==> src/rtl/wallace_mult_pipe_if.sv <==
// wallace_mult_pipe_if: handshake bundle between an operand source / product sink
// and wallace_mult_pipe. The in_signed line exists only when WALLACE_MULT_SIGNED_EN
// is defined.
interface wallace_mult_pipe_if #(
  parameter int WIDTH = 4
);
  logic               in_valid;
  logic               in_ready;
  logic [WIDTH-1:0]   in_a;
  logic [WIDTH-1:0]   in_b;
`ifdef WALLACE_MULT_SIGNED_EN
  logic               in_signed;
`endif
  logic               out_valid;
  logic               out_ready;
  logic [2*WIDTH-1:0] out_prod;
  logic               busy;

`ifdef WALLACE_MULT_SIGNED_EN
  modport master (
    output in_valid, in_a, in_b, in_signed, out_ready,
    input  in_ready, out_valid, out_prod, busy
  );
  modport slave (
    input  in_valid, in_a, in_b, in_signed, out_ready,
    output in_ready, out_valid, out_prod, busy
  );
`else
  modport master (
    output in_valid, in_a, in_b, out_ready,
    input  in_ready, out_valid, out_prod, busy
  );
  modport slave (
    input  in_valid, in_a, in_b, out_ready,
    output in_ready, out_valid, out_prod, busy
  );
`endif
endinterface

==> src/rtl/wallace_mult_pipe.sv <==
// wallace_mult_pipe: 3-stage pipelined Wallace-tree multiplier with a single
// global stall (advance = !out_valid | out_ready).
//   S1 (_p0): operand registers
//   S2 (_p1): carry-save sum/carry pair out of the half/full-adder tree
//   S3 (_p2): carry-propagate product
// Optional build macro WALLACE_MULT_SIGNED_EN adds in_signed and Baugh-Wooley
// partial products for two's-complement operands.
module wallace_mult_pipe #(
  parameter int WIDTH = 4
) (
  input logic                clk,
  input logic                rst,
  wallace_mult_pipe_if.slave bus
);
  localparam int PW     = 2 * WIDTH;
  localparam int MAXH   = WIDTH + 2;  // tallest column ever seen in the tree
  localparam int ROUNDS = 8;          // enough reduction rounds for WIDTH<=16

  logic             advance;
  logic             vld_p0_q, vld_p1_q, vld_p2_q;
  logic [WIDTH-1:0] a_p0_q, b_p0_q;
`ifdef WALLACE_MULT_SIGNED_EN
  logic             sgn_p0_q;
`endif
  logic [PW-1:0]    sum_p1_q, carry_p1_q;
  logic [PW-1:0]    prod_p2_q;
  logic [PW-1:0]    sum_d, carry_d, prod_d;

  // Column-wise bit heap used by the reduction tree.
  logic [MAXH-1:0]  col [PW];
  logic [MAXH-1:0]  nxt [PW];
  int               h   [PW];
  int               nh  [PW];
  logic [MAXH-1:0]  bits;
  logic             pp, x, y, z;
  int               nfa, rem, max_h;

  assign advance      = !vld_p2_q || bus.out_ready;
  assign bus.in_ready = advance;
  assign bus.out_valid = vld_p2_q;
  assign bus.busy     = vld_p0_q | vld_p1_q | vld_p2_q;
  // Invalid slots present zero so a freshly reset block shows out_prod = 0.
  assign bus.out_prod = vld_p2_q ? prod_p2_q : '0;

  // Partial products into columns, then Wallace rounds until every column is <= 2 high.
  always_comb begin
    for (int c = 0; c < PW; c++) begin
      col[c] = '0;
      nxt[c] = '0;
      h[c]   = 0;
      nh[c]  = 0;
    end
    bits    = '0;
    pp      = 1'b0;
    x       = 1'b0;
    y       = 1'b0;
    z       = 1'b0;
    nfa     = 0;
    rem     = 0;
    max_h   = 0;
    sum_d   = '0;
    carry_d = '0;

    for (int i = 0; i < WIDTH; i++) begin
      for (int j = 0; j < WIDTH; j++) begin
        pp = a_p0_q[j] & b_p0_q[i];
`ifdef WALLACE_MULT_SIGNED_EN
        // Baugh-Wooley: complement the terms that mix exactly one sign bit.
        if (sgn_p0_q && ((i == WIDTH - 1) != (j == WIDTH - 1))) pp = ~pp;
`endif
        col[i+j] = col[i+j] | (MAXH'(pp) << h[i+j]);
        h[i+j]   = h[i+j] + 1;
      end
    end
`ifdef WALLACE_MULT_SIGNED_EN
    // Baugh-Wooley correction constants at weights 2^WIDTH and 2^(2*WIDTH-1).
    if (sgn_p0_q) begin
      col[WIDTH]  = col[WIDTH] | (MAXH'(1'b1) << h[WIDTH]);
      h[WIDTH]    = h[WIDTH] + 1;
      col[PW-1]   = col[PW-1] | (MAXH'(1'b1) << h[PW-1]);
      h[PW-1]     = h[PW-1] + 1;
    end
`endif

    for (int r = 0; r < ROUNDS; r++) begin
      max_h = 0;
      for (int c = 0; c < PW; c++) begin
        if (h[c] > max_h) max_h = h[c];
        nxt[c] = '0;
        nh[c]  = 0;
      end
      for (int c = 0; c < PW; c++) begin
        bits = col[c];
        nfa  = (max_h > 2) ? h[c] / 3 : 0;
        rem  = h[c] - 3 * nfa;
        // Full adders on every complete group of three.
        for (int f = 0; f < MAXH / 3; f++) begin
          if (f < nfa) begin
            x      = bits[0];
            y      = bits[1];
            z      = bits[2];
            bits   = bits >> 3;
            nxt[c] = nxt[c] | (MAXH'(x ^ y ^ z) << nh[c]);
            nh[c]  = nh[c] + 1;
            // Carries out of the top column fall off: the product is mod 2^PW.
            if (c + 1 < PW) begin
              nxt[(c+1)%PW] = nxt[(c+1)%PW] | (MAXH'((x & y) | (x & z) | (y & z)) << nh[(c+1)%PW]);
              nh[(c+1)%PW]  = nh[(c+1)%PW] + 1;
            end
          end
        end
        // A leftover pair gets a half adder; single bits pass straight through.
        if (max_h > 2 && rem == 2) begin
          x      = bits[0];
          y      = bits[1];
          nxt[c] = nxt[c] | (MAXH'(x ^ y) << nh[c]);
          nh[c]  = nh[c] + 1;
          if (c + 1 < PW) begin
            nxt[(c+1)%PW] = nxt[(c+1)%PW] | (MAXH'(x & y) << nh[(c+1)%PW]);
            nh[(c+1)%PW]  = nh[(c+1)%PW] + 1;
          end
        end else begin
          for (int t = 0; t < 2; t++) begin
            if (t < rem) begin
              nxt[c] = nxt[c] | (MAXH'(bits[0]) << nh[c]);
              nh[c]  = nh[c] + 1;
              bits   = bits >> 1;
            end
          end
        end
      end
      for (int c = 0; c < PW; c++) begin
        col[c] = nxt[c];
        h[c]   = nh[c];
      end
    end

    for (int c = 0; c < PW; c++) begin
      sum_d[c]   = col[c][0];
      carry_d[c] = col[c][1];
    end
  end

  assign prod_d = sum_p1_q + carry_p1_q;

  // Valid bits shift together on advance; reset empties the pipeline.
  always_ff @(posedge clk) begin
    if (rst) begin
      vld_p0_q <= 1'b0;
      vld_p1_q <= 1'b0;
      vld_p2_q <= 1'b0;
    end else if (advance) begin
      vld_p0_q <= bus.in_valid;
      vld_p1_q <= vld_p0_q;
      vld_p2_q <= vld_p1_q;
    end
  end

  // Data registers shift on advance and hold during a stall.
  always_ff @(posedge clk) begin
    if (advance) begin
      // S1: operands
      a_p0_q     <= bus.in_a;
      b_p0_q     <= bus.in_b;
`ifdef WALLACE_MULT_SIGNED_EN
      sgn_p0_q   <= bus.in_signed;
`endif
      // S2: carry-save pair
      sum_p1_q   <= sum_d;
      carry_p1_q <= carry_d;
      // S3: final product
      prod_p2_q  <= prod_d;
    end
  end
endmodule

==> src/flat_wrapper.sv <==
// flat-port wrapper written by rule: the top's interface ports become plain ports
module wallace_mult_pipe_flat 
#(
  parameter int WIDTH = 4
)
  (clk, rst, bus_in_valid, bus_in_a, bus_in_b, bus_out_ready, bus_in_ready, bus_out_valid, bus_out_prod, bus_busy);
  wallace_mult_pipe_if #(.WIDTH(WIDTH)) bus_i ();
  input logic clk;
  input logic rst;
  input wire logic [$bits(bus_i.in_valid)-1:0] bus_in_valid;
  input wire logic [$bits(bus_i.in_a)-1:0] bus_in_a;
  input wire logic [$bits(bus_i.in_b)-1:0] bus_in_b;
  input wire logic [$bits(bus_i.out_ready)-1:0] bus_out_ready;
  output wire logic [$bits(bus_i.in_ready)-1:0] bus_in_ready;
  output wire logic [$bits(bus_i.out_valid)-1:0] bus_out_valid;
  output wire logic [$bits(bus_i.out_prod)-1:0] bus_out_prod;
  output wire logic [$bits(bus_i.busy)-1:0] bus_busy;
  assign bus_i.in_valid = bus_in_valid;
  assign bus_i.in_a = bus_in_a;
  assign bus_i.in_b = bus_in_b;
  assign bus_i.out_ready = bus_out_ready;
  assign bus_in_ready = bus_i.in_ready;
  assign bus_out_valid = bus_i.out_valid;
  assign bus_out_prod = bus_i.out_prod;
  assign bus_busy = bus_i.busy;
  wallace_mult_pipe #(.WIDTH(WIDTH)) u_core (.clk(clk), .rst(rst), .bus(bus_i));
endmodule
==> config.mk <==
export PLATFORM = sky130hd
export DESIGN_NAME = wallace_mult_pipe_flat
export DESIGN_NICKNAME = d
export VERILOG_FILES = /design/src/rtl/wallace_mult_pipe_if.sv /design/src/rtl/wallace_mult_pipe.sv /design/src/flat_wrapper.sv
export SDC_FILE = /design/constraint.sdc
export NUM_CORES = 1
export LEC_CHECK = 0
export ABC_AREA = 1
export BUFFER_PORTS_ARGS = -buffer_cell sky130_fd_sc_hd__buf_2
export CORE_MARGIN = 10
export CORE_UTILIZATION = 30
export DETAILED_ROUTE_END_ITERATION = 8
export GPL_TIMING_DRIVEN = 0
export SYNTH_ARGS = -nofsm -noshare
export SYNTH_HDL_FRONTEND = slang
export SYNTH_SLANG_ARGS = --single-unit
==> constraint.sdc <==
create_clock -name clk -period 1.9 [get_ports clk]
set_input_delay 0.095 -clock clk [delete_from_list [all_inputs] [get_ports clk]]
set_output_delay 0.095 -clock clk [all_outputs]
set_load 0.01 [all_outputs]
==> results of run 1 <==
stage by stage:
stage	total power [mW]	std cells	hold slack (ps)	util, %
detailed placement	1.13	226	273	35.5
global route	1.71	243	60.7	39.0
global placement	1.12	226	269	35.5
finish	1.59	243	42.9	39.0
CTS	1.62	243	35.5	39.0
floorplan	1.06	137	164	-
how the worst max path moves through the flow:
| stage | from | endpoint | slack, ps | cells past startpoint |
|---|---|---|---|---|
| 2_1_floorplan | u_core.b_p0_q[0]$_DFFE_PP_ | u_core.carry_p1_q[3]$_DFFE_PP_ | 190 | 4 |
| 3_3_place_gp | u_core.a_p0_q[3]$_DFFE_PP_ | u_core.carry_p1_q[3]$_DFFE_PP_ | 140 | 4 |
| 3_5_place_dp | u_core.b_p0_q[0]$_DFFE_PP_ | u_core.carry_p1_q[3]$_DFFE_PP_ | 140 | 4 |
| 4_1_cts | u_core.b_p0_q[0]$_DFFE_PP_ | u_core.carry_p1_q[3]$_DFFE_PP_ | 130 | 4 |
| 5_1_grt | u_core.a_p0_q[3]$_DFFE_PP_ | u_core.carry_p1_q[3]$_DFFE_PP_ | 60 | 4 |
| 6_report | u_core.b_p0_q[0]$_DFFE_PP_ | u_core.carry_p1_q[3]$_DFFE_PP_ | 140 | 4 |
state kept, by name, indices dropped and copies added, names as in the netlist:
signal and flops:
u_core.carry_p1_q 4, u_core.vld_p1_q 1, u_core.prod_p2_q 8, u_core.b_p0_q 4, u_core.sum_p1_q 8, u_core.vld_p0_q 1
u_core.bus.out_valid 1, u_core.a_p0_q 4
tightest hold or removal path: stages:
cell                     delay [ps]
sky130_fd_sc_hd__buf_2           80
sky130_fd_sc_hd__nor2_1          30
sky130_fd_sc_hd__nor2_1          80
cells in the mapped netlist:
cell / count / area, um^2
sky130_fd_sc_hd__inv_1: 36 / 135
sky130_fd_sc_hd__o21ai_1: 2 / 10.0
sky130_fd_sc_hd__ha_1: 10 / 125
sky130_fd_sc_hd__edfxtp_1: 28 / 841
sky130_fd_sc_hd__dfxtp_1: 3 / 60.1
sky130_fd_sc_hd__nand2_1: 33 / 124
sky130_fd_sc_hd__xnor2_1: 1 / 8.76
sky130_fd_sc_hd__a21oi_1: 3 / 15.0
sky130_fd_sc_hd__buf_6: 1 / 11.3
sky130_fd_sc_hd__fa_1: 5 / 100
sky130_fd_sc_hd__clkinv_2: 1 / 5.00
sky130_fd_sc_hd__nand2_4: 1 / 11.3
sky130_fd_sc_hd__nor2_1: 7 / 26.3
sky130_fd_sc_hd__nand3_1: 6 / 30.0
per-layer routing:
metal | vias to the layer above | GRT usage (%) | wire [um]
met2 | 21 | 8.71 | 946
met5 | - | 0 | 0
met3 | 4 | 3.08 | 139
li1 | 501 | - | -
met1 | 413 | 6.39 | 972
met4 | 0 | 3.13 | 34
cell families (layout without fill, tap and decap cells):
logic type	after synthesis	after routing	share of synthesized area, %
AO/OA/AOI/OAI	5	5	1.67
adder cells (fa/ha/maj)	15	15	15.0
AND/OR/NAND/NOR	47	47	12.7
flip-flops	31	31	60.0
buffers and inverters	38	77	10.1
XOR/XNOR	1	1	0.583
where the power goes:
part / internal (mW) / switching (mW) / total, mW
clock: 0.249 / 0.218 / 0.467
combinational: 0.100 / 0.119 / 0.219
sequential: 0.867 / 0.0362 / 0.903
cell type report:
type                    count  area, um^2
plain buffers               1        11.3
multi-input cells          68         450
repair buffers             31         200
inverters                  37         140
well taps                  67        83.8
clock buffers               6        72.6
flip-flops and latches     31         901
fillers                   476        2920
clock inverters             2        7.51
==> results.txt, run 1 <==
The average wire length per cell after detail routing came out at 8.61 um. The final worst-path cycle share came out at 92.4%. The number of buffer and inverter instances along the worst setup path came out at 1. The data required time at the worst endpoint came out at 1920 ps.

The global route total overflow is 0. The fraction of final layout cells sized beyond drive strength 1 came out at 17.0%. The category of the worst setup path launch point is a flip-flop.

The quantity of gates resized following cts came out at 0. The die boundary height came out at 90.8 um. The kind of critical path is flip-flop to flip-flop.

The first-pass GRT wire length is 3.98 mm. STA classifies the critical path endpoint as a flip-flop. In this run the critical register-to-register path is launched from u_core.b_p0_q[0]$_DFFE_PP_. The maximum vdd drop came out at 0.495 mV. The count of input and output buffers came out at 22. The detail-routed via count per cell is 3.86. The number of instances on the worst hold path is 3. TritonCTS built the clock tree. Walking the worst path, the cells encountered are nand2_1 > fa_1 > inv_1 > fa_1. The core region is 0.00479 mm^2. The cell family contributing the most delay on the critical path is adder cells. The slowest stage of the critical path is the sky130_fd_sc_hd__fa_1 cell. The endpoint identified for the worst register-to-register timing path is u_core.carry_p1_q[3]$_DFFE_PP_. The buffer depth of the longest clock path is 2. The total of max-cap violations is 0. The placed wire-length estimate came out at 1.55 mm. The post-synthesis area per instance came out at 11.0 um^2. The initial antenna violation count came out at 0. The Yosys step of the flow raised 0 warnings. The placer's final routability congestion estimate is 0.725. The via count of the first global-routing pass is 966.

The effective utilization at floorplan came out at 31.4%. The TritonCTS sink count is 31. The worst clock skew on the final layout came out at 3.77 ps. The sum of negative setup slack came out at 0 ps. The worst-skew pair later-pin latency is 270 ps. The CTS buffer count came out at 5. The number of DRC violations after detailed routing came out at 0.

The total via count after detailed routing is 939. The logic depth of the worst register-to-register path came out at 4. Setup violations remaining at the end of the flow were counted as 0. The hold buffer count at cts came out at 9. The number of rows in the core area is 25.

The start point of the worst min-delay path is bus_in_valid. The measured slew at the worst slew-check pin came out at 403 ps. The peak per-stage delay on the critical path came out at 530 ps. The CTS clock-pin slew for the worst setup and hold paths is 60 ps. The count of antenna-violating nets left after detailed routing came out at 0. After the first detailed-routing iteration, the DRC count stood at 35.

By instance count, the cell type seen most on the critical path is sky130_fd_sc_hd__fa_1. The overall die width is 90.8 um. The tree is rooted in a sky130_fd_sc_hd__clkbuf_8.

The type of the most critical hold path is input pin to flip-flop. In this run, synthesis produced a sequential element count of 31. The library cell used most frequently in the layout, excluding fill and tap cells, is sky130_fd_sc_hd__inv_1. The final-report hold violation count came to 0. The worst slack after detailed placement came out at 135 ps. The distinct cell type count after synthesis is 14. The final max-slew violation count is 0.

For the finished layout, the period the worst path requires is 1760 ps. The worst register-to-register path has a setup slack of 140 ps. The capture endpoint of the worst hold path is u_core.vld_p0_q$_SDFFE_PP0P_.

The placed standard-cell area came out at 0.00170 mm^2. The library cells used most frequently in the layout, excluding fill and tap cells, are sky130_fd_sc_hd__inv_1, sky130_fd_sc_hd__nand2_1, sky130_fd_sc_hd__edfxtp_1. Setup repair after global routing left no endpoint under its margin. The post-CTS setup buffer count came out at 0. The relative max-transition margin came out at 73.1%. The arrival time of the worst setup path is 1770 ps.

In this run the cell area of the synthesized design comes to 0.00150 mm^2. The routed wire length came out at 2.09 mm. Sequential elements use 60.0% of the synthesized area.

The maximum level of the CTS H-tree came out at 2. The count of nets after finishing came out at 202. The number of optimization iterations in the first detailed-route pass is 4.

The final critical-path setup slack is 145 ps. The repair_antennas step left the layout with diodes totalling 0. The largest fanout of any net on the critical path is 4. The reported leakage power came out at 1.01 nW.

The pin count of the biggest net entering global routing is 34. The cell count after synthesis came out at 137. The full die area is 0.00824 mm^2. The number of nets produced by synthesis came out at 164.

The total routing resource utilization after global routing came out at 5.77%. Timing would allow up to 570 MHz. The power density over the cells is 851 mW/mm^2.

In this run the count of I/O pins placed on the die edge is 23. The flow ran to the end, and the final reports show no timing, DRC or antenna violations. The area growth from synthesis to final layout is 24.2%. The area of all placed cells without fillers is 0.00187 mm^2.
Power figures use the tool's default switching activity.
==> run 2: changes to the inputs <==
- ABC_AREA: 1 -> not set
==> run 2 against run 1 <==
Hold slack got worse by 30 ps. Final cell count decreased by 23%. Routed wire length increased by 0.19%. Sequential share of layout area increased by 3.1 points. First-iteration DRC count decreased by 40%. Die area decreased by 4.6%. Core utilization increased by 0.20 points. Non-clock buffer count decreased by 2. Critical path type unchanged. Largest cell class unchanged. Largest power group unchanged. Highest routed layer unchanged.
==> results.txt, run 2 <==
The number of endpoints failing setup at the final stage came to 0 (unchanged). The TritonCTS clock tree is yes (unchanged). The total chip power was 1.54 mW (was 1.59 mW). The most common flop cell mapped by yosys is sky130_fd_sc_hd__edfxtp_1 (unchanged). Commonest cells post-synth: sky130_fd_sc_hd__edfxtp_1, sky130_fd_sc_hd__and2_1, sky130_fd_sc_hd__ha_1, sky130_fd_sc_hd__and2_2, sky130_fd_sc_hd__nand2_1 (was sky130_fd_sc_hd__inv_1, sky130_fd_sc_hd__nand2_1, sky130_fd_sc_hd__edfxtp_1, sky130_fd_sc_hd__ha_1, sky130_fd_sc_hd__nor2_1). The area growth from synthesis to final layout was 24.0% (was 24.2%).

The largest fanout of any net on the critical path came out at 4 (unchanged). The buffer depth of the longest clock path came out at 2 (unchanged). The die boundary height was 88.7 um (was 90.8 um). The final worst-path cycle share is 94.4% (was 92.4%). The data required time at the worst endpoint came to 1920 ps (about the same). The multi-input combinational cell area came out at 488 um^2 (was 450 um^2). The power density over the cells came out at 877 mW/mm^2 (was 851 mW/mm^2). The number of inserted filler cells in the final layout is 425 (was 476).

The flip-flop and latch count after synthesis is 31 (unchanged). The proportion of netlist area held by the largest area contributor is 59.4% (was 56.0%). The CTS clock-pin slew for the worst setup and hold paths came out at 60 ps (about the same). The detailed route wirelength on metal2 was 946 um (unchanged). The total via count after detailed routing was 785 (was 939). The global route total overflow came out at 0 (unchanged). The category of the worst setup path launch point is a flip-flop (unchanged). The kind of critical path was flip-flop to flip-flop (unchanged). The measured slew at the worst slew-check pin was 599 ps (was 403 ps).

The distinct cell type count after synthesis is 18 (was 14). The count of pins on the block boundary is 23 (unchanged). The total core area is 0.00447 mm^2 (was 0.00479 mm^2). The full die area came out at 0.00786 mm^2 (was 0.00824 mm^2). The average wire length per cell after detail routing came to 11.3 um (was 8.61 um). The share of synthesized area occupied by flip-flops and latches is 63.7% (was 60.0%). The worst clock skew on the final layout is 4.69 ps (was 3.77 ps). The highest clock frequency the design can meet came to 558 MHz (was 570 MHz). The count of warnings emitted by yosys came to 0 (unchanged). The count of input and output buffers came out at 22 (unchanged). The type of the most critical hold path is input pin to flip-flop (unchanged). The number of DRC violations after detailed routing came out at 0 (unchanged).

The netlist area before placement came out at 0.00142 mm^2 (was 0.00150 mm^2). The capturing element type of the critical path is a flip-flop (unchanged). The count of antenna-violating nets left after detailed routing is 0 (unchanged). The worst-skew pair later-pin latency came out at 270 ps (about the same). The most common cell after layout, fill and taps aside was sky130_fd_sc_hd__edfxtp_1 (was sky130_fd_sc_hd__inv_1). Biggest regs: u_core.prod_p2_q (8), u_core.sum_p1_q (8) (unchanged). The post-CTS setup buffer count is 0 (unchanged). The area of all placed cells without fillers came to 0.00175 mm^2 (was 0.00187 mm^2). The share of synthesized flip-flops with an asynchronous set or reset came out at 0% (unchanged). The initial detailed-routing violation count came out at 21 (was 35). The arrival time of the worst setup path is 1810 ps (was 1770 ps). The placed standard-cell area is 0.00159 mm^2 (was 0.00170 mm^2).

The total of max-cap violations is 0 (unchanged). The maximum level of the CTS H-tree is 2 (unchanged). The overall die width came out at 88.7 um (was 90.8 um). The uppermost layer routed is met4 (unchanged). The TritonCTS sink count is 31 (unchanged). The routed wire length is 2.10 mm (was 2.09 mm). The cell count after synthesis came out at 96 (was 137). The first-pass GRT wire length is 3.59 mm (was 3.98 mm).

The pin count of the biggest net entering global routing is 32 (was 34). The number of optimization iterations in the first detailed-route pass is 2 (was 4). The sequential cell area was 901 um^2 (unchanged). Most frequent cells in the layout: sky130_fd_sc_hd__edfxtp_1, sky130_fd_sc_hd__buf_2, sky130_fd_sc_hd__and2_1 (was sky130_fd_sc_hd__inv_1, sky130_fd_sc_hd__nand2_1, sky130_fd_sc_hd__edfxtp_1).

The reported leakage power came to 0.796 nW (was 1.01 nW). The relative max-transition margin is 60.0% (was 73.1%). The total routing resource utilization after global routing is 6.02% (was 5.77%). Setup repair after global routing missed its margin: false (unchanged). The fraction of final layout cells sized beyond drive strength 1 came out at 30.6% (was 17.0%). The number of enable flip-flop cells after synthesis came out at 28 (unchanged).

The CTS buffer count is 5 (unchanged). The minimum period implied by the final worst setup slack is 1790 ps (was 1760 ps). The detail-routed via count per cell is 4.22 (was 3.86).

The placer's final routability congestion estimate came out at 0.671 (was 0.725). The effective utilization at floorplan came out at 31.6% (was 31.4%). The cell at the root of the clock tree is sky130_fd_sc_hd__clkbuf_8 (unchanged).

The via count of the first global-routing pass is 822 (was 966). Status: complete, no violations (unchanged). The number of nets produced by synthesis is 123 (was 164).

The count of antenna diodes in the layout came out at 0 (unchanged). The wire length on met1 was 865 um (was 972 um). The most frequently used cell type in the post-synthesis netlist is sky130_fd_sc_hd__edfxtp_1 (was sky130_fd_sc_hd__inv_1). The initial antenna violation count came out at 0 (unchanged).

The logic depth of the worst register-to-register path was 3 (was 4). The largest area contributor in the netlist is sky130_fd_sc_hd__edfxtp_1 (unchanged). The number of instances on the worst hold path is 2 (was 3). The sum of negative setup slack came out at 0 ps (unchanged). The maximum vdd drop came out at 0.545 mV (was 0.495 mV). Largest cells by area after synthesis: sky130_fd_sc_hd__edfxtp_1, sky130_fd_sc_hd__ha_1, sky130_fd_sc_hd__fa_1, sky130_fd_sc_hd__and2_1, sky130_fd_sc_hd__dfxtp_1 (was sky130_fd_sc_hd__edfxtp_1, sky130_fd_sc_hd__inv_1, sky130_fd_sc_hd__ha_1, sky130_fd_sc_hd__nand2_1, sky130_fd_sc_hd__fa_1). The final-report hold violation count came out at 0 (unchanged). The post-synthesis area per instance is 14.7 um^2 (was 11.0 um^2). The final max-slew violation count came out at 0 (unchanged). The count of nets after finishing came out at 160 (was 202). The met3 wire length is 246 um (was 139 um).

The placed wire-length estimate is 1.58 mm (was 1.55 mm). The number of rows in the core area is 24 (was 25).
-- run 2: cell count changes after synthesis, sizes merged, moves of 2 or more --
cell and change:
o21ai -2, nand2 -27, and2 +21, nor2 -3
nand3 -6, inv -29
-- run 2: where the power goes --
group | total [mW] | switching [mW] | internal, mW
Clock | 0.473 | 0.224 | 0.250
Sequential | 0.891 | 0.0322 | 0.859
Combinational | 0.174 | 0.0829 | 0.0908
-- run 2: final timing paths --
path	start	to	slack (ps)
setup reg to reg	u_core.b_p0_q[0]$_DFFE_PP_	u_core.carry_p1_q[3]$_DFFE_PP_	110
setup / recovery	u_core.b_p0_q[0]$_DFFE_PP_	u_core.carry_p1_q[3]$_DFFE_PP_	110
hold / removal	rst	u_core.vld_p1_q$_SDFFE_PP0P_	10
hold reg to reg	u_core.sum_p1_q[2]$_DFFE_PP_	u_core.prod_p2_q[2]$_DFFE_PP_	420
-- run 2: per-layer routing --
layer,up-vias,track usage [%]
met5,-,0
met4,0,3.08
met3,6,3.95
met2,28,9.57
met1,350,5.93
li1,401,-
-- run 2: logic make-up (layout without fill, tap and decap cells) --
kind of cell | count (synthesis) | after routing | share of synthesized area [%]
AND/OR/NAND/NOR | 35 | 35 | 14.5
flip-flops | 31 | 31 | 63.7
adder cells (fa/ha/maj) | 15 | 15 | 15.9
buffers and inverters | 7 | 45 | 1.86
AO/OA/AOI/OAI | 5 | 5 | 2.21
XOR/XNOR | 3 | 3 | 1.86
-- run 2: what timing repair did --
item,in CTS,in global routing
hold endpoints to repair,8,0
endpoints found under the setup margin,0,0
gates resized for setup,0,0
hold buffers,8,0
-- run 2: metrics by stage --
stage,instances,util (%),hold slack (ps),worst slack (ps)
after global placement,170,35.5,271,104
after global routing,186,39.2,3.29,35.4
after floorplan,96,-,164,169
after detailed placement,170,35.5,273,98.5
after CTS,186,39.2,3.27,98.6
final,186,39.2,13.0,107
-- run 2: final cells by class --
cell class | count | share of cell area [%]
inverter | 7 | 1.50
timing repair buffer | 30 | 10.8
multi-input combinational | 58 | 27.8
clock buffer | 5 | 3.92
tap | 52 | 3.71
clock inverter | 3 | 0.856
sequential | 31 | 51.4
-- run 2: critical path: stages, from the launching register on --
cell and delay [ps]:
sky130_fd_sc_hd__edfxtp_1 410, sky130_fd_sc_hd__and2_1 200, sky130_fd_sc_hd__fa_1 450, sky130_fd_sc_hd__fa_1 480
